==> config.mk <==
export PLATFORM = sky130hd
export DESIGN_NAME = frontend_lock_ctrl_flat
export DESIGN_NICKNAME = d
export VERILOG_FILES = /design/src/rtl/frontend_pkg.sv /design/src/rtl/frontend_lock_ctrl_if.sv /design/src/rtl/meas_match.sv /design/src/rtl/frontend_lock_ctrl.sv /design/src/flat_wrapper.sv
export SDC_FILE = /design/constraint.sdc
export NUM_CORES = 1
export LEC_CHECK = 0
export CORE_UTILIZATION = 30
export DETAILED_ROUTE_END_ITERATION = 10
export PLACE_DENSITY = 0.56
export REMOVE_ABC_BUFFERS = 1
export SLEW_MARGIN = 20
export SYNTH_ARGS = -nofsm -noshare
export SYNTH_HDL_FRONTEND = slang
export SYNTH_SLANG_ARGS = --single-unit
==> constraint.sdc <==
create_clock -name CLK_MEAS_i -period 5.4 [get_ports CLK_MEAS_i]
set_input_delay 0.54 -clock CLK_MEAS_i [delete_from_list [all_inputs] [get_ports CLK_MEAS_i]]
set_output_delay 0.54 -clock CLK_MEAS_i [all_outputs]
set_load 0.05 [all_outputs]
==> src/rtl/frontend_pkg.sv <==
// Shared types and constants for the TVP7002 frontend sync-lock sequencer:
// state encoding, measurement widths and the packed mode-measurement record.
package frontend_pkg;

    localparam int VT_W = 11;
    localparam int PC_W = 20;
    localparam int HW_W = 8;

    typedef enum logic [1:0] {
        ST_NOSYNC  = 2'd0,
        ST_ACQUIRE = 2'd1,
        ST_LOCKED  = 2'd2
    } lock_state_e;

    typedef struct packed {
        logic            interlace;
        logic [VT_W-1:0] vtotal;
        logic [PC_W-1:0] pcnt_frame;
        logic [HW_W-1:0] hsync_width;
    } mode_meas_t;

    // Unsigned distance without wrap-around; narrower fields are zero-extended.
    function automatic logic [PC_W-1:0] abs_diff(input logic [PC_W-1:0] a,
                                                 input logic [PC_W-1:0] b);
        return (a >= b) ? (a - b) : (b - a);
    endfunction

endpackage

==> src/rtl/frontend_lock_ctrl_if.sv <==
// Measurement/status bundle between the frontend measurement logic (master)
// and the sync-lock sequencer (slave).
interface frontend_lock_ctrl_if;
    import frontend_pkg::*;

    logic            frame_strobe_i;
    logic            sync_active_i;
    logic            interlace_i;
    logic [VT_W-1:0] vtotal_i;
    logic [PC_W-1:0] pcnt_frame_i;
    logic [HW_W-1:0] hsync_width_i;

    logic            lock_o;
    logic [1:0]      state_o;
    logic            mode_change_o;
    logic            unlock_o;
    logic            timeout_o;
    logic [VT_W-1:0] lk_vtotal_o;
    logic [PC_W-1:0] lk_pcnt_frame_o;
    logic [HW_W-1:0] lk_hsync_width_o;
    logic            lk_interlace_o;

    modport master (
        output frame_strobe_i, sync_active_i, interlace_i,
               vtotal_i, pcnt_frame_i, hsync_width_i,
        input  lock_o, state_o, mode_change_o, unlock_o, timeout_o,
               lk_vtotal_o, lk_pcnt_frame_o, lk_hsync_width_o, lk_interlace_o
    );

    modport slave (
        input  frame_strobe_i, sync_active_i, interlace_i,
               vtotal_i, pcnt_frame_i, hsync_width_i,
        output lock_o, state_o, mode_change_o, unlock_o, timeout_o,
               lk_vtotal_o, lk_pcnt_frame_o, lk_hsync_width_o, lk_interlace_o
    );

endinterface

==> src/rtl/meas_match.sv <==
// Combinational tolerance comparator: two measurement sets match when the
// interlace flags agree and every numeric field is within its tolerance.
module meas_match
    import frontend_pkg::*;
(
    input  mode_meas_t      a_i,
    input  mode_meas_t      b_i,
    input  logic [VT_W-1:0] vtotal_tol_i,
    input  logic [PC_W-1:0] pcnt_tol_i,
    input  logic [HW_W-1:0] hsw_tol_i,
    output logic            match_o
);

    logic [PC_W-1:0] d_vt;
    logic [PC_W-1:0] d_pc;
    logic [PC_W-1:0] d_hw;

    assign d_vt = abs_diff(PC_W'(a_i.vtotal), PC_W'(b_i.vtotal));
    assign d_pc = abs_diff(a_i.pcnt_frame, b_i.pcnt_frame);
    assign d_hw = abs_diff(PC_W'(a_i.hsync_width), PC_W'(b_i.hsync_width));

    assign match_o = (a_i.interlace == b_i.interlace)
                  && (d_vt <= PC_W'(vtotal_tol_i))
                  && (d_pc <= pcnt_tol_i)
                  && (d_hw <= PC_W'(hsw_tol_i));

endmodule

==> src/rtl/frontend_lock_ctrl.sv <==
// Sync-lock sequencer for the TVP7002 capture frontend (CLK_MEAS_i domain).
// Qualifies per-frame measurements, locks after STABLE_FRAMES matching frames,
// unlocks after MISS_FRAMES mismatches or on sync loss.
// Optional missing-frame watchdog: define FRONTEND_LOCK_TIMEOUT_EN.
module frontend_lock_ctrl
    import frontend_pkg::*;
#(
    parameter int STABLE_FRAMES  = 4,
    parameter int MISS_FRAMES    = 2,
    parameter int VTOTAL_TOL     = 1,
    parameter int PCNT_TOL       = 256,
    parameter int HSW_TOL        = 4,
    parameter int TIMEOUT_CYCLES = 2700000
) (
    input  logic                 CLK_MEAS_i,
    input  logic                 reset_n,
    frontend_lock_ctrl_if.slave  bus
);

    localparam logic [3:0]      STABLE_LAST = 4'(STABLE_FRAMES - 1);
    localparam logic [3:0]      MISS_LIM    = 4'(MISS_FRAMES);
    localparam logic [VT_W-1:0] VT_TOL      = VT_W'(VTOTAL_TOL);
    localparam logic [PC_W-1:0] PC_TOL      = PC_W'(PCNT_TOL);
    localparam logic [HW_W-1:0] HW_TOL      = HW_W'(HSW_TOL);

    lock_state_e state_q, state_d;
    logic [3:0]  stable_ctr_q, stable_ctr_d, stable_inc;
    logic [3:0]  miss_ctr_q, miss_ctr_d, miss_inc;
    logic        reload_q, reload_d;
    mode_meas_t  cand_q, cand_d;
    mode_meas_t  lk_q, lk_d;
    logic        lock_q, lock_d;
    logic        mode_change_q, mode_change_d;
    logic        unlock_q, unlock_d;
    mode_meas_t  meas;
    logic        cand_match, lk_match;
    logic        timeout_hit;

    assign meas = {bus.interlace_i, bus.vtotal_i, bus.pcnt_frame_i, bus.hsync_width_i};

    meas_match u_cand_match (
        .a_i(meas), .b_i(cand_q),
        .vtotal_tol_i(VT_TOL), .pcnt_tol_i(PC_TOL), .hsw_tol_i(HW_TOL),
        .match_o(cand_match)
    );

    meas_match u_lk_match (
        .a_i(meas), .b_i(lk_q),
        .vtotal_tol_i(VT_TOL), .pcnt_tol_i(PC_TOL), .hsw_tol_i(HW_TOL),
        .match_o(lk_match)
    );

    // Counters saturate at all-ones instead of wrapping.
    assign stable_inc = (stable_ctr_q == 4'hF) ? stable_ctr_q : stable_ctr_q + 4'd1;
    assign miss_inc   = (miss_ctr_q   == 4'hF) ? miss_ctr_q   : miss_ctr_q   + 4'd1;

`ifdef FRONTEND_LOCK_TIMEOUT_EN
    localparam logic [21:0] WD_LAST = 22'(TIMEOUT_CYCLES - 1);
    logic [21:0] wd_q, wd_d;
    logic        timeout_q;

    // Missing-frame counter: restarts on every strobe and while idle in NOSYNC.
    always_comb begin
        wd_d = wd_q;
        if (bus.frame_strobe_i || state_q == ST_NOSYNC) begin
            wd_d = '0;
        end else if (wd_q != '1) begin
            wd_d = wd_q + 22'd1;
        end
    end

    // Fires on the cycle whose edge would complete TIMEOUT_CYCLES without a frame.
    assign timeout_hit = (state_q != ST_NOSYNC) && (wd_q >= WD_LAST);

    // Watchdog register and sticky flag; a fresh lock clears the flag.
    always_ff @(posedge CLK_MEAS_i or negedge reset_n) begin
        if (!reset_n) begin
            wd_q      <= '0;
            timeout_q <= 1'b0;
        end else begin
            wd_q <= wd_d;
            if (timeout_hit && bus.sync_active_i) begin
                timeout_q <= 1'b1;
            end else if (mode_change_d) begin
                timeout_q <= 1'b0;
            end
        end
    end

    assign bus.timeout_o = timeout_q;
`else
    assign timeout_hit   = 1'b0;
    assign bus.timeout_o = 1'b0;
`endif

    // Next-state logic: sync loss beats timeout, which beats strobe processing.
    always_comb begin
        state_d       = state_q;
        stable_ctr_d  = stable_ctr_q;
        miss_ctr_d    = miss_ctr_q;
        reload_d      = reload_q;
        cand_d        = cand_q;
        lk_d          = lk_q;
        lock_d        = lock_q;
        mode_change_d = 1'b0;
        unlock_d      = 1'b0;
        case (state_q)
            ST_NOSYNC: begin
                stable_ctr_d = '0;
                miss_ctr_d   = '0;
                if (bus.sync_active_i) begin
                    state_d  = ST_ACQUIRE;
                    reload_d = 1'b1;
                end
            end
            ST_ACQUIRE: begin
                if (!bus.sync_active_i || timeout_hit) begin
                    state_d      = ST_NOSYNC;
                    stable_ctr_d = '0;
                    miss_ctr_d   = '0;
                    reload_d     = 1'b0;
                end else if (bus.frame_strobe_i) begin
                    if (reload_q || !cand_match) begin
                        cand_d       = meas;
                        stable_ctr_d = '0;
                        reload_d     = 1'b0;
                    end else begin
                        stable_ctr_d = stable_inc;
                        if (stable_inc >= STABLE_LAST) begin
                            state_d       = ST_LOCKED;
                            lock_d        = 1'b1;
                            lk_d          = cand_q;
                            mode_change_d = 1'b1;
                            miss_ctr_d    = '0;
                        end
                    end
                end
            end
            ST_LOCKED: begin
                if (!bus.sync_active_i || timeout_hit) begin
                    state_d      = ST_NOSYNC;
                    lock_d       = 1'b0;
                    unlock_d     = 1'b1;
                    stable_ctr_d = '0;
                    miss_ctr_d   = '0;
                end else if (bus.frame_strobe_i) begin
                    if (lk_match) begin
                        miss_ctr_d = '0;
                    end else if (miss_inc >= MISS_LIM) begin
                        // Persistent mismatch: start acquiring the new mode at once.
                        state_d      = ST_ACQUIRE;
                        lock_d       = 1'b0;
                        unlock_d     = 1'b1;
                        cand_d       = meas;
                        stable_ctr_d = '0;
                        miss_ctr_d   = '0;
                        reload_d     = 1'b0;
                    end else begin
                        miss_ctr_d = miss_inc;
                    end
                end
            end
            default: begin
                state_d = ST_NOSYNC;
                lock_d  = 1'b0;
            end
        endcase
    end

    // State, counters, candidate and locked-mode registers.
    always_ff @(posedge CLK_MEAS_i or negedge reset_n) begin
        if (!reset_n) begin
            state_q       <= ST_NOSYNC;
            stable_ctr_q  <= '0;
            miss_ctr_q    <= '0;
            reload_q      <= 1'b0;
            cand_q        <= '0;
            lk_q          <= '0;
            lock_q        <= 1'b0;
            mode_change_q <= 1'b0;
            unlock_q      <= 1'b0;
        end else begin
            state_q       <= state_d;
            stable_ctr_q  <= stable_ctr_d;
            miss_ctr_q    <= miss_ctr_d;
            reload_q      <= reload_d;
            cand_q        <= cand_d;
            lk_q          <= lk_d;
            lock_q        <= lock_d;
            mode_change_q <= mode_change_d;
            unlock_q      <= unlock_d;
        end
    end

    assign bus.state_o          = state_q;
    assign bus.lock_o           = lock_q;
    assign bus.mode_change_o    = mode_change_q;
    assign bus.unlock_o         = unlock_q;
    assign bus.lk_vtotal_o      = lk_q.vtotal;
    assign bus.lk_pcnt_frame_o  = lk_q.pcnt_frame;
    assign bus.lk_hsync_width_o = lk_q.hsync_width;
    assign bus.lk_interlace_o   = lk_q.interlace;

endmodule
==> src/flat_wrapper.sv <==
// flat-port wrapper written by rule: the top's interface ports become plain ports
module frontend_lock_ctrl_flat import frontend_pkg::*;
#(
    parameter int STABLE_FRAMES  = 4,
    parameter int MISS_FRAMES    = 2,
    parameter int VTOTAL_TOL     = 1,
    parameter int PCNT_TOL       = 256,
    parameter int HSW_TOL        = 4,
    parameter int TIMEOUT_CYCLES = 2700000
)
  (CLK_MEAS_i, reset_n, bus_frame_strobe_i, bus_sync_active_i, bus_interlace_i, bus_vtotal_i, bus_pcnt_frame_i, bus_hsync_width_i, bus_lock_o, bus_state_o, bus_mode_change_o, bus_unlock_o, bus_timeout_o, bus_lk_vtotal_o, bus_lk_pcnt_frame_o, bus_lk_hsync_width_o, bus_lk_interlace_o);
  frontend_lock_ctrl_if bus_i ();
  input  logic CLK_MEAS_i;
  input  logic reset_n;
  input wire logic [$bits(bus_i.frame_strobe_i)-1:0] bus_frame_strobe_i;
  input wire logic [$bits(bus_i.sync_active_i)-1:0] bus_sync_active_i;
  input wire logic [$bits(bus_i.interlace_i)-1:0] bus_interlace_i;
  input wire logic [$bits(bus_i.vtotal_i)-1:0] bus_vtotal_i;
  input wire logic [$bits(bus_i.pcnt_frame_i)-1:0] bus_pcnt_frame_i;
  input wire logic [$bits(bus_i.hsync_width_i)-1:0] bus_hsync_width_i;
  output wire logic [$bits(bus_i.lock_o)-1:0] bus_lock_o;
  output wire logic [$bits(bus_i.state_o)-1:0] bus_state_o;
  output wire logic [$bits(bus_i.mode_change_o)-1:0] bus_mode_change_o;
  output wire logic [$bits(bus_i.unlock_o)-1:0] bus_unlock_o;
  output wire logic [$bits(bus_i.timeout_o)-1:0] bus_timeout_o;
  output wire logic [$bits(bus_i.lk_vtotal_o)-1:0] bus_lk_vtotal_o;
  output wire logic [$bits(bus_i.lk_pcnt_frame_o)-1:0] bus_lk_pcnt_frame_o;
  output wire logic [$bits(bus_i.lk_hsync_width_o)-1:0] bus_lk_hsync_width_o;
  output wire logic [$bits(bus_i.lk_interlace_o)-1:0] bus_lk_interlace_o;
  assign bus_i.frame_strobe_i = bus_frame_strobe_i;
  assign bus_i.sync_active_i = bus_sync_active_i;
  assign bus_i.interlace_i = bus_interlace_i;
  assign bus_i.vtotal_i = bus_vtotal_i;
  assign bus_i.pcnt_frame_i = bus_pcnt_frame_i;
  assign bus_i.hsync_width_i = bus_hsync_width_i;
  assign bus_lock_o = bus_i.lock_o;
  assign bus_state_o = bus_i.state_o;
  assign bus_mode_change_o = bus_i.mode_change_o;
  assign bus_unlock_o = bus_i.unlock_o;
  assign bus_timeout_o = bus_i.timeout_o;
  assign bus_lk_vtotal_o = bus_i.lk_vtotal_o;
  assign bus_lk_pcnt_frame_o = bus_i.lk_pcnt_frame_o;
  assign bus_lk_hsync_width_o = bus_i.lk_hsync_width_o;
  assign bus_lk_interlace_o = bus_i.lk_interlace_o;
  frontend_lock_ctrl #(.STABLE_FRAMES(STABLE_FRAMES), .MISS_FRAMES(MISS_FRAMES), .VTOTAL_TOL(VTOTAL_TOL), .PCNT_TOL(PCNT_TOL), .HSW_TOL(HSW_TOL), .TIMEOUT_CYCLES(TIMEOUT_CYCLES)) u_core (.CLK_MEAS_i(CLK_MEAS_i), .reset_n(reset_n), .bus(bus_i));
endmodule
==> impl_metrics.sql, run 1 <==
INSERT INTO impl_metrics (metric_group, metric, value, unit) VALUES
('die', 'num_rows', '72', ''),
('worst_hold_path', 'min-delay-path-class', 'in -> async', ''),
('logic_synthesis', 'post_synth_main_area_contributors', 'sky130_fd_sc_hd__dfrtp_1 20%, sky130_fd_sc_hd__ha_1 17%, sky130_fd_sc_hd__a21oi_1 5.6%', ''),
('power_and_ir_drop', 'powerDensity', '388', 'mW/mm^2'),
('clock_tree', 'number_of_buffers_created_by_cts', '9', ''),
('timing', 'period_share', '94.1', '%'),
('power_and_ir_drop', 'total_leakage_power', '6.52', 'nW'),
('power_and_ir_drop', 'switching_share', '49.8', '%'),
('timing', 'finalClockSkew', '0.0170', 'ns'),
('die', 'die_outline_width', '200', 'um'),
('setup_path', 'cp-start-kind', 'primary input', ''),
('clock_tree', 'clock_tree_from_tritoncts', 'built', ''),
('final_layout', 'antennaDiodeCount', '0', ''),
('drt', 'vias', '11294', ''),
('logic_synthesis', 'async_flop_share', '100', '%'),
('timing', 'timing.final.setup_violations', '0', ''),
('clock_tree', 'cts.sink_count', '94', ''),
('die', 'num_io_pins', '90', ''),
('timing', 'worst_setup_slack_after_layout', '0.318', 'ns'),
('logic_synthesis', 'synthesis.area', '0.0118', 'mm^2'),
('placed_design', 'dp.final_hpwl', '32300', 'um'),
('clock_tree', 'clk_pin_slew', '0.08', 'ns'),
('setup_path', 'worst-setup-path-type', 'in -> reg', ''),
('global_routing', 'first_global_vias', '11070', ''),
('drt', 'post-route-drc-count', '0', ''),
('logic_synthesis', 'yosys.cell_count.top_type', 'sky130_fd_sc_hd__ha_1', ''),
('final_layout', 'final_layout_size_suffix_gt1_share', '8.02', '%'),
('run_status', 'run_status', 'finished clean', ''),
('drt', 'detail_route.vias_per_cell', '5.28', ''),
('logic_synthesis', 'yosysTopAreaCell', 'sky130_fd_sc_hd__dfrtp_1', ''),
('global_routing', 'grt_first_pass_wirelength', '61500', 'um'),
('timing', 'remaining_max_slew_budget_at_the_tightest_pin', '52.6', '%'),
('placed_design', 'detailedPlace.worstSlack', '-0.168', 'ns'),
('final_layout', 'synthToLayoutAreaGrowth', '19.1', '%'),
('logic_synthesis', 'synth_warnings', '0', ''),
('clock_tree', 'root_buffer', 'sky130_fd_sc_hd__clkbuf_16', ''),
('global_routing', 'globalRoute.totalOverflow', '0', ''),
('drt', 'detail_route.wirelength', '39400', 'um'),
('logic_synthesis', 'syn_area_per_cell', '7.88', 'um^2'),
('power_and_ir_drop', 'power_report.internal_total', '2.73', 'mW'),
('setup_path', 'arrival', '5.38', 'ns'),
('die', 'design.die.area', '0.0400', 'mm^2'),
('logic_synthesis', 'syn-instance-count', '1493', ''),
('placed_design', 'port_buffers', '88', ''),
('die', 'initial_core_util', '30.5', '%'),
('clock_tree', 'clk-insertion-delay-late', '0.39', 'ns'),
('setup_path', 'setup.worst_path.end_class', 'flop', ''),
('logic_synthesis', 'synth.yosys.seq_area_share', '20.0', '%'),
('timing', 'period_minus_slack', '5.08', 'ns'),
('timing', 'final_hold_viol_count', '0', ''),
('timing', 'fmax', '0.197', 'GHz'),
('die', 'core', '0.0386', 'mm^2'),
('power_and_ir_drop', 'seqPwrFrac', '17.9', '%'),
('drt', 'drtPass1Iterations', '5', ''),
('timing', 'setup_repair_after_global_routing_missed_its_margin', 'false', ''),
('clock_tree', 'ctsHtreeMaxLevel', '3', ''),
('power_and_ir_drop', 'clock_power_share', '12.6', '%'),
('drt', 'route.detailed.wl_per_inst', '18.4', 'um'),
('power_and_ir_drop', 'max-vdd-ir-drop', '189', 'uV'),
('clock_tree', 'postCtsSetupRepairBufs', '0', ''),
('setup_path', 'reg2reg_depth', '16', ''),
('final_layout', 'design.final.nets', '1825', ''),
('global_routing', 'globalRouteTotalUtil', '19.9', '%'),
('power_and_ir_drop', 'power_frac_comb', '69.5', '%'),
('drt', 'detail_route.iter0.violations', '793', ''),
('logic_synthesis', 'dominantRegCellSynth', 'sky130_fd_sc_hd__dfrtp_1', ''),
('power_and_ir_drop', 'p_switching', '2.71', 'mW'),
('die', 'die_height', '200', 'um'),
('logic_synthesis', 'synthDominantCellAreaShare', '20.0', '%'),
('timing', 'setup-tns-final', '0', 'ns'),
('global_routing', 'pin_count_of_the_biggest_net_entering_global_routing', '51', '');
==> area by class of cell <==
type,instances,area (um^2)
clock buffer,9,225
sequential,94,2350
tap,518,648
inverter,150,563
multi-input combinational,1190,8580
clock inverter,7,72.6
fill,3979,24600
timing repair buffer,171,1580
==> metal layers <==
layer  wire length (um)  vias to the layer above  global-route usage, %  share of wire (%)
met2              18400                      281                   33.7                 47
met4                563                        2                   4.01                1.4
met1              18400                     5360                   26.3                 47
li1                   -                     5619                      -                  -
met3               2000                       32                   3.63                5.1
met5                 13                        -                      0              0.033
==> state kept, by name, summed over array words and instances (netlist names) <==
name                         count
u_core.cand_q                   40
u_core.bus.lk_pcnt_frame_o      20
u_core.bus.lk_vtotal_o          11
u_core.bus.lk_hsync_width_o      8
u_core.miss_ctr_q                4
u_core.stable_ctr_q              4
u_core.bus.state_o               2
u_core.bus.lk_interlace_o        1
u_core.bus.lock_o                1
u_core.bus.mode_change_o         1
u_core.bus.unlock_o              1
u_core.reload_q                  1
==> worst paths after layout <==
check,from,end,slack (ns)
setup / recovery,bus_vtotal_i[0],u_core.cand_q[8]$_DFFE_PN0P_,0.32
hold / removal,reset_n,u_core.bus.lk_pcnt_frame_o[0]$_DFFE_PN0P_,0.18
setup reg to reg,u_core.bus.lk_vtotal_o[3]$_DFFE_PN0P_,u_core.cand_q[8]$_DFFE_PN0P_,0.54
hold reg to reg,u_core.miss_ctr_q[3]$_DFFE_PN0P_,u_core.miss_ctr_q[3]$_DFFE_PN0P_,0.52
max in group asynchronous,reset_n,u_core.bus.lk_pcnt_frame_o[7]$_DFFE_PN0P_,4.02
min in group CLK_MEAS_i,u_core.miss_ctr_q[3]$_DFFE_PN0P_,u_core.miss_ctr_q[3]$_DFFE_PN0P_,0.52
==> cells in the final DEF (no fill, tap or decap), types with 7 or more instances in the layout <==
| cell | instances |
|---|---|
| sky130_fd_sc_hd__xnor2_1 | 31 |
| sky130_fd_sc_hd__a221oi_1 | 10 |
| sky130_fd_sc_hd__o211ai_1 | 18 |
| sky130_fd_sc_hd__o21bai_1 | 10 |
| sky130_fd_sc_hd__nand4_1 | 26 |
| sky130_fd_sc_hd__and3_1 | 12 |
| sky130_fd_sc_hd__o31ai_1 | 8 |
| sky130_fd_sc_hd__o21a_1 | 16 |
| sky130_fd_sc_hd__a31oi_1 | 17 |
| sky130_fd_sc_hd__a211o_1 | 8 |
| sky130_fd_sc_hd__xor2_1 | 24 |
| sky130_fd_sc_hd__inv_1 | 149 |
| sky130_fd_sc_hd__nor2_1 | 75 |
| sky130_fd_sc_hd__and2_1 | 19 |
| sky130_fd_sc_hd__o21ai_1 | 16 |
| sky130_fd_sc_hd__a21o_1 | 28 |
| sky130_fd_sc_hd__nand2_1 | 133 |
| sky130_fd_sc_hd__o2111ai_1 | 7 |
| sky130_fd_sc_hd__nand3_1 | 26 |
| sky130_fd_sc_hd__a21oi_1 | 132 |
| sky130_fd_sc_hd__ha_1 | 161 |
| sky130_fd_sc_hd__a21boi_0 | 7 |
| sky130_fd_sc_hd__mux2i_1 | 66 |
| sky130_fd_sc_hd__o21ai_0 | 106 |
| sky130_fd_sc_hd__clkbuf_16 | 9 |
| sky130_fd_sc_hd__nor2b_1 | 22 |
| sky130_fd_sc_hd__buf_4 | 78 |
| sky130_fd_sc_hd__dfrtp_1 | 94 |
| sky130_fd_sc_hd__clkdlybuf4s50_1 | 87 |
| sky130_fd_sc_hd__or4_1 | 8 |
| sky130_fd_sc_hd__a211oi_1 | 15 |
| sky130_fd_sc_hd__nor3_1 | 22 |
| sky130_fd_sc_hd__nand2b_1 | 26 |
| sky130_fd_sc_hd__nor4_1 | 10 |
==> cell families (layout without fill, tap and decap cells) <==
family                   Yosys count  in the layout  synth area share [%]
AO/OA/AOI/OAI                    473            473                  26.0
other                              1              1                0.0319
AND/OR/NAND/NOR                  423            423                  18.5
multiplexers                      73             73                  6.35
adder cells (fa/ha/maj)          165            165                  17.8
XOR/XNOR                          55             55                  4.09
flip-flops                        94             94                  20.0
buffers and inverters            209            337                  7.25
==> critical path, stage by stage <==
cell	delay, ns
sky130_fd_sc_hd__clkdlybuf4s50_1	0.50
sky130_fd_sc_hd__inv_1	0.08
sky130_fd_sc_hd__ha_1	0.24
sky130_fd_sc_hd__fa_1	0.40
sky130_fd_sc_hd__nand3b_1	0.21
sky130_fd_sc_hd__nand4_1	0.18
sky130_fd_sc_hd__a211oi_1	0.14
sky130_fd_sc_hd__a21oi_4	0.37
sky130_fd_sc_hd__mux2i_1	0.37
sky130_fd_sc_hd__xor2_1	0.11
sky130_fd_sc_hd__nor4_1	0.57
sky130_fd_sc_hd__nand4_1	0.35
sky130_fd_sc_hd__nor4_4	0.35
sky130_fd_sc_hd__nand2_1	0.17
sky130_fd_sc_hd__o21ai_4	0.17
sky130_fd_sc_hd__buf_12	0.19
sky130_fd_sc_hd__buf_12	0.18
sky130_fd_sc_hd__mux2i_1	0.22
==> repair_timing <==
action / CTS / global route
endpoints found under the setup margin: 0 / 12
hold buffers: 0 / 0
gates resized for setup: 0 / 1
==> metrics by stage <==
stage / hold slack, ns / area, um^2 / utilization [%] / power [mW] / std cells
after floorplan: 0.244 / 11500 / - / 3.51 / 1434
after global placement: 0.486 / 13700 / 35.5 / 4.69 / 2123
after detailed placement: 0.485 / 13700 / 35.5 / 4.69 / 2123
after CTS: 0.202 / 14000 / 36.3 / 5.42 / 2139
after global routing: 0.229 / 14000 / 36.3 / 5.87 / 2139
final: 0.175 / 14000 / 36.3 / 5.43 / 2139
==> power groups by stage <==
stage	logic [mW]	registers (mW)	clock network (mW)
2_1_floorplan	2.54	0.966	0
3_3_place_gp	3.71	0.978	0
3_5_place_dp	3.71	0.981	0
4_1_cts	3.73	0.970	0.715
5_1_grt	4.15	0.988	0.736
6_report	3.78	0.972	0.686
(Power assumes the default switching activity.)
==> run 2, diff against run 1 <==
- CORE_ASPECT_RATIO: unset -> 1.1
==> run 2 against run 1 <==
Fmax up 0.49%. Final area down 1.1%. Final cell count down 1.5%. Register-to-register slack better by 0.15 ns. Non-clock buffer count down 15. Highest routed layer is now met4.
==> impl_metrics.sql, run 2 (synthesis gave the netlist of run 1 again) <==
INSERT INTO impl_metrics (metric_group, metric, value, unit) VALUES
('setup_path', 'largest_delay_contributor_family_on_the_critical_path', 'simple AND/OR/NAND/NOR gates', ''),
('placed_design', 'routabilityCongestion', '0.930', ''),
('power_and_ir_drop', 'switching_share', '49.3', '%'),
('clock_tree', 'number_of_buffers_created_by_cts', '9', ''),
('die', 'die_outline_width', '191', 'um'),
('setup_path', 'reg2reg_depth', '17', ''),
('final_layout', 'design.final.nets', '1810', ''),
('setup_path', 'cp_max_stage_delay', '0.57', 'ns'),
('setup_path', 'regToRegStartpoint', 'u_core.bus.lk_vtotal_o[0]$_DFFE_PN0P_', ''),
('drt', 'antenna_violating_nets_post_route', '0', ''),
('setup_path', 'crit_fanout', '17', ''),
('final_layout', 'fillerInstances', '3971', ''),
('clock_tree', 'cts.sink_count', '94', ''),
('placed_design', 'dp.final_hpwl', '32200', 'um'),
('final_layout', 'mostFrequentLayoutCell', 'sky130_fd_sc_hd__ha_1', ''),
('drt', 'detail_route.wirelength', '39200', 'um'),
('drt', 'detail_route.vias_per_cell', '5.42', ''),
('setup_path', 'setup.worst_path.end_class', 'flop', ''),
('clock_tree', 'postCtsSetupRepairBufs', '0', ''),
('global_routing', 'globalRoute.totalOverflow', '0', ''),
('timing', 'final_hold_viol_count', '0', ''),
('timing', 'period_share', '93.7', '%'),
('final_layout', 'reg_area', '0.00235', 'mm^2'),
('setup_path', 'cp_num_buf_inv', '5', ''),
('global_routing', 'first_global_vias', '11219', ''),
('worst_hold_path', 'min-delay-path-class', 'in -> async', ''),
('setup_path', 'worst_path_slowest_cell', 'sky130_fd_sc_hd__nor4_2', ''),
('die', 'num_io_pins', '90', ''),
('drt', 'vias', '11413', ''),
('drt', 'detail_route.iter0.violations', '751', ''),
('setup_path', 'worst_path_depth', '19', ''),
('clock_tree', 'cts_max_path_buffers', '2', ''),
('timing', 'worst_setup_slack_after_layout', '0.342', 'ns'),
('placed_design', 'port_buffers', '88', ''),
('timing', 'fmax', '0.198', 'GHz'),
('setup_path', 'cp-start-kind', 'primary input', ''),
('placed_design', 'place.detailed.instances', '2090', ''),
('clock_tree', 'hold_buffers', '0', ''),
('final_layout', 'largest_register_ffs', '40', ''),
('setup_path', 'worstPathCellList', 'clkdlybuf4s50_1 > inv_1 > ha_1 > fa_1 > nand3b_1 > nand4_1 > a211oi_1 > a21oi_2 > mux2i_1 > xor2_1 > nor4_2 > nand4_1 > nor4_4 > buf_4 > nand2_1 > o21ai_4 > buf_12 > buf_12 > mux2i_1', ''),
('setup_path', 'arrival', '5.34', 'ns'),
('placed_design', 'detailedPlace.worstSlack', '-0.120', 'ns'),
('timing', 'worst_slew_pin_slew', '0.902', 'ns'),
('timing', 'final_max_slew_violation_count', '0', ''),
('timing', 'setup-tns-final', '0', 'ns'),
('setup_path', 'endpoint', 'u_core.cand_q[8]$_DFFE_PN0P_', ''),
('drt', 'drtPass1Iterations', '7', ''),
('power_and_ir_drop', 'power_report.internal_total', '2.72', 'mW'),
('setup_path', 'worst-setup-path-type', 'in -> reg', ''),
('timing', 'period_minus_slack', '5.06', 'ns'),
('final_layout', 'multi_input_area', '0.00858', 'mm^2'),
('setup_path', 'cp_data_required_time', '5.69', 'ns'),
('die', 'num_rows', '75', ''),
('clock_tree', 'clk-insertion-delay-late', '0.37', 'ns'),
('die', 'initial_core_util', '30.7', '%'),
('placed_design', 'placed_cell_areas', '0.0136', 'mm^2'),
('final_layout', 'synthToLayoutAreaGrowth', '17.8', '%'),
('power_and_ir_drop', 'max-vdd-ir-drop', '230', 'uV'),
('clock_tree', 'ctsHtreeMaxLevel', '3', ''),
('power_and_ir_drop', 'clock_power_share', '12.5', '%'),
('setup_path', 'worst_setup_path_startpoint', 'bus_vtotal_i[0]', ''),
('setup_path', 'reg2reg_to', 'u_core.cand_q[8]$_DFFE_PN0P_', ''),
('global_routing', 'globalRouteTotalUtil', '19.5', '%'),
('clock_tree', 'clock_tree_from_tritoncts', 'built', ''),
('power_and_ir_drop', 'powerDensity', '387', 'mW/mm^2'),
('global_routing', 'grt_antenna_before_repair', '0', ''),
('die', 'core', '0.0384', 'mm^2'),
('power_and_ir_drop', 'power_frac_comb', '69.4', '%'),
('timing', 'finalClockSkew', '0.0171', 'ns'),
('final_layout', 'final_layout_size_suffix_gt1_share', '7.16', '%'),
('run_status', 'run_status', 'finished clean', ''),
('global_routing', 'pin_count_of_the_biggest_net_entering_global_routing', '63', ''),
('final_layout', 'antennaDiodeCount', '0', ''),
('power_and_ir_drop', 'seqPwrFrac', '18.1', '%'),
('die', 'die_height', '210', 'um'),
('drt', 'post-route-drc-count', '0', ''),
('power_and_ir_drop', 'total_leakage_power', '6.44', 'nW'),
('final_layout', 'finish.instance_area', '0.0139', 'mm^2'),
('final_layout', 'fin_cells', '2106', ''),
('timing', 'setup_repair_after_global_routing_missed_its_margin', 'false', ''),
('drt', 'route.detailed.wl_per_inst', '18.6', 'um'),
('clock_tree', 'postCtsResizedCells', '0', ''),
('timing', 'timing.final.setup_violations', '0', ''),
('setup_path', 'reg2reg_setup_slack', '0.69', 'ns'),
('power_and_ir_drop', 'p_switching', '2.65', 'mW'),
('global_routing', 'grt_first_pass_wirelength', '61500', 'um'),
('final_layout', 'most-common-layout-cells', '161 x sky130_fd_sc_hd__ha_1, 149 x sky130_fd_sc_hd__inv_1, 133 x sky130_fd_sc_hd__nand2_1, 132 x sky130_fd_sc_hd__a21oi_1, 106 x sky130_fd_sc_hd__o21ai_0', ''),
('die', 'design.die.area', '0.0400', 'mm^2'),
('flow_run', 'cap_viol_max_count', '0', ''),
('clock_tree', 'root_buffer', 'sky130_fd_sc_hd__clkbuf_16', ''),
('timing', 'remaining_max_slew_budget_at_the_tightest_pin', '39.9', '%'),
('final_layout', 'largest_register', 'u_core.cand_q', ''),
('clock_tree', 'clk_pin_slew', '0.07', 'ns');
run 2: changes by cell type in the layout (fill, tap and decap cells not counted), sizes merged:
cell,previous run,this run
buf,84,69
clkbuf,9,13
clkinv,2,1
inv,154,151
run 2: worst min-delay path by stage:
stage | from | to | cells past startpoint | slack (ns)
after global placement | u_core.miss_ctr_q[3]$_DFFE_PN0P_ | u_core.miss_ctr_q[3]$_DFFE_PN0P_ | 1 | 0.49
after floorplan | reset_n | u_core.bus.lk_hsync_width_o[0]$_DFFE_PN0P_ | 0 | 0.24
final | reset_n | u_core.bus.lk_pcnt_frame_o[0]$_DFFE_PN0P_ | 1 | 0.28
after CTS | reset_n | u_core.bus.lk_pcnt_frame_o[0]$_DFFE_PN0P_ | 1 | 0.32
after detailed placement | u_core.miss_ctr_q[3]$_DFFE_PN0P_ | u_core.miss_ctr_q[3]$_DFFE_PN0P_ | 1 | 0.48
after global routing | reset_n | u_core.bus.lk_pcnt_frame_o[0]$_DFFE_PN0P_ | 1 | 0.34
run 2: power by group through the flow:
| stage | clock (mW) | combinational [mW] | sequential (mW) |
|---|---|---|---|
| 3_3_place_gp | 0 | 3.64 | 0.980 |
| 4_1_cts | 0.686 | 3.70 | 0.971 |
| 6_report | 0.670 | 3.72 | 0.972 |
| 3_5_place_dp | 0 | 3.67 | 0.985 |
| 2_1_floorplan | 0 | 2.54 | 0.966 |
| 5_1_grt | 0.712 | 4.09 | 0.992 |
run 2: layout make-up:
type,count,area share [%]
clock inverters,3,0.180
inverters,150,4.06
multi-input cells,1190,61.9
flip-flops and latches,94,17.0
repair buffers,156,10.5
clock buffers,13,1.95
well taps,500,4.51
run 2: metrics by stage:
step                power [mW]  util, %  hold slack (ns)
global placement          4.62     35.3            0.487
CTS                       5.35     36.1            0.315
global route              5.79     36.1            0.336
finish                    5.37     36.1            0.280
floorplan                 3.51        -            0.244
detailed placement        4.66     35.3            0.480
run 2: per-layer routing:
layer / up-vias / GRT usage, % / routed length [um]
met3: 70 / 2.69 / 1560
met5: - / 0 / 0
li1: 5572 / - / -
met4: 0 / 6.46 / 1150
met2: 312 / 33.7 / 19100
met1: 5459 / 24.6 / 17400
==> run 3, diff against run 2 <==
- CTS_CLUSTER_SIZE: unset -> 30
==> results of run 3 <==
Final layout, timing and power as in run 2 (identical DEF).
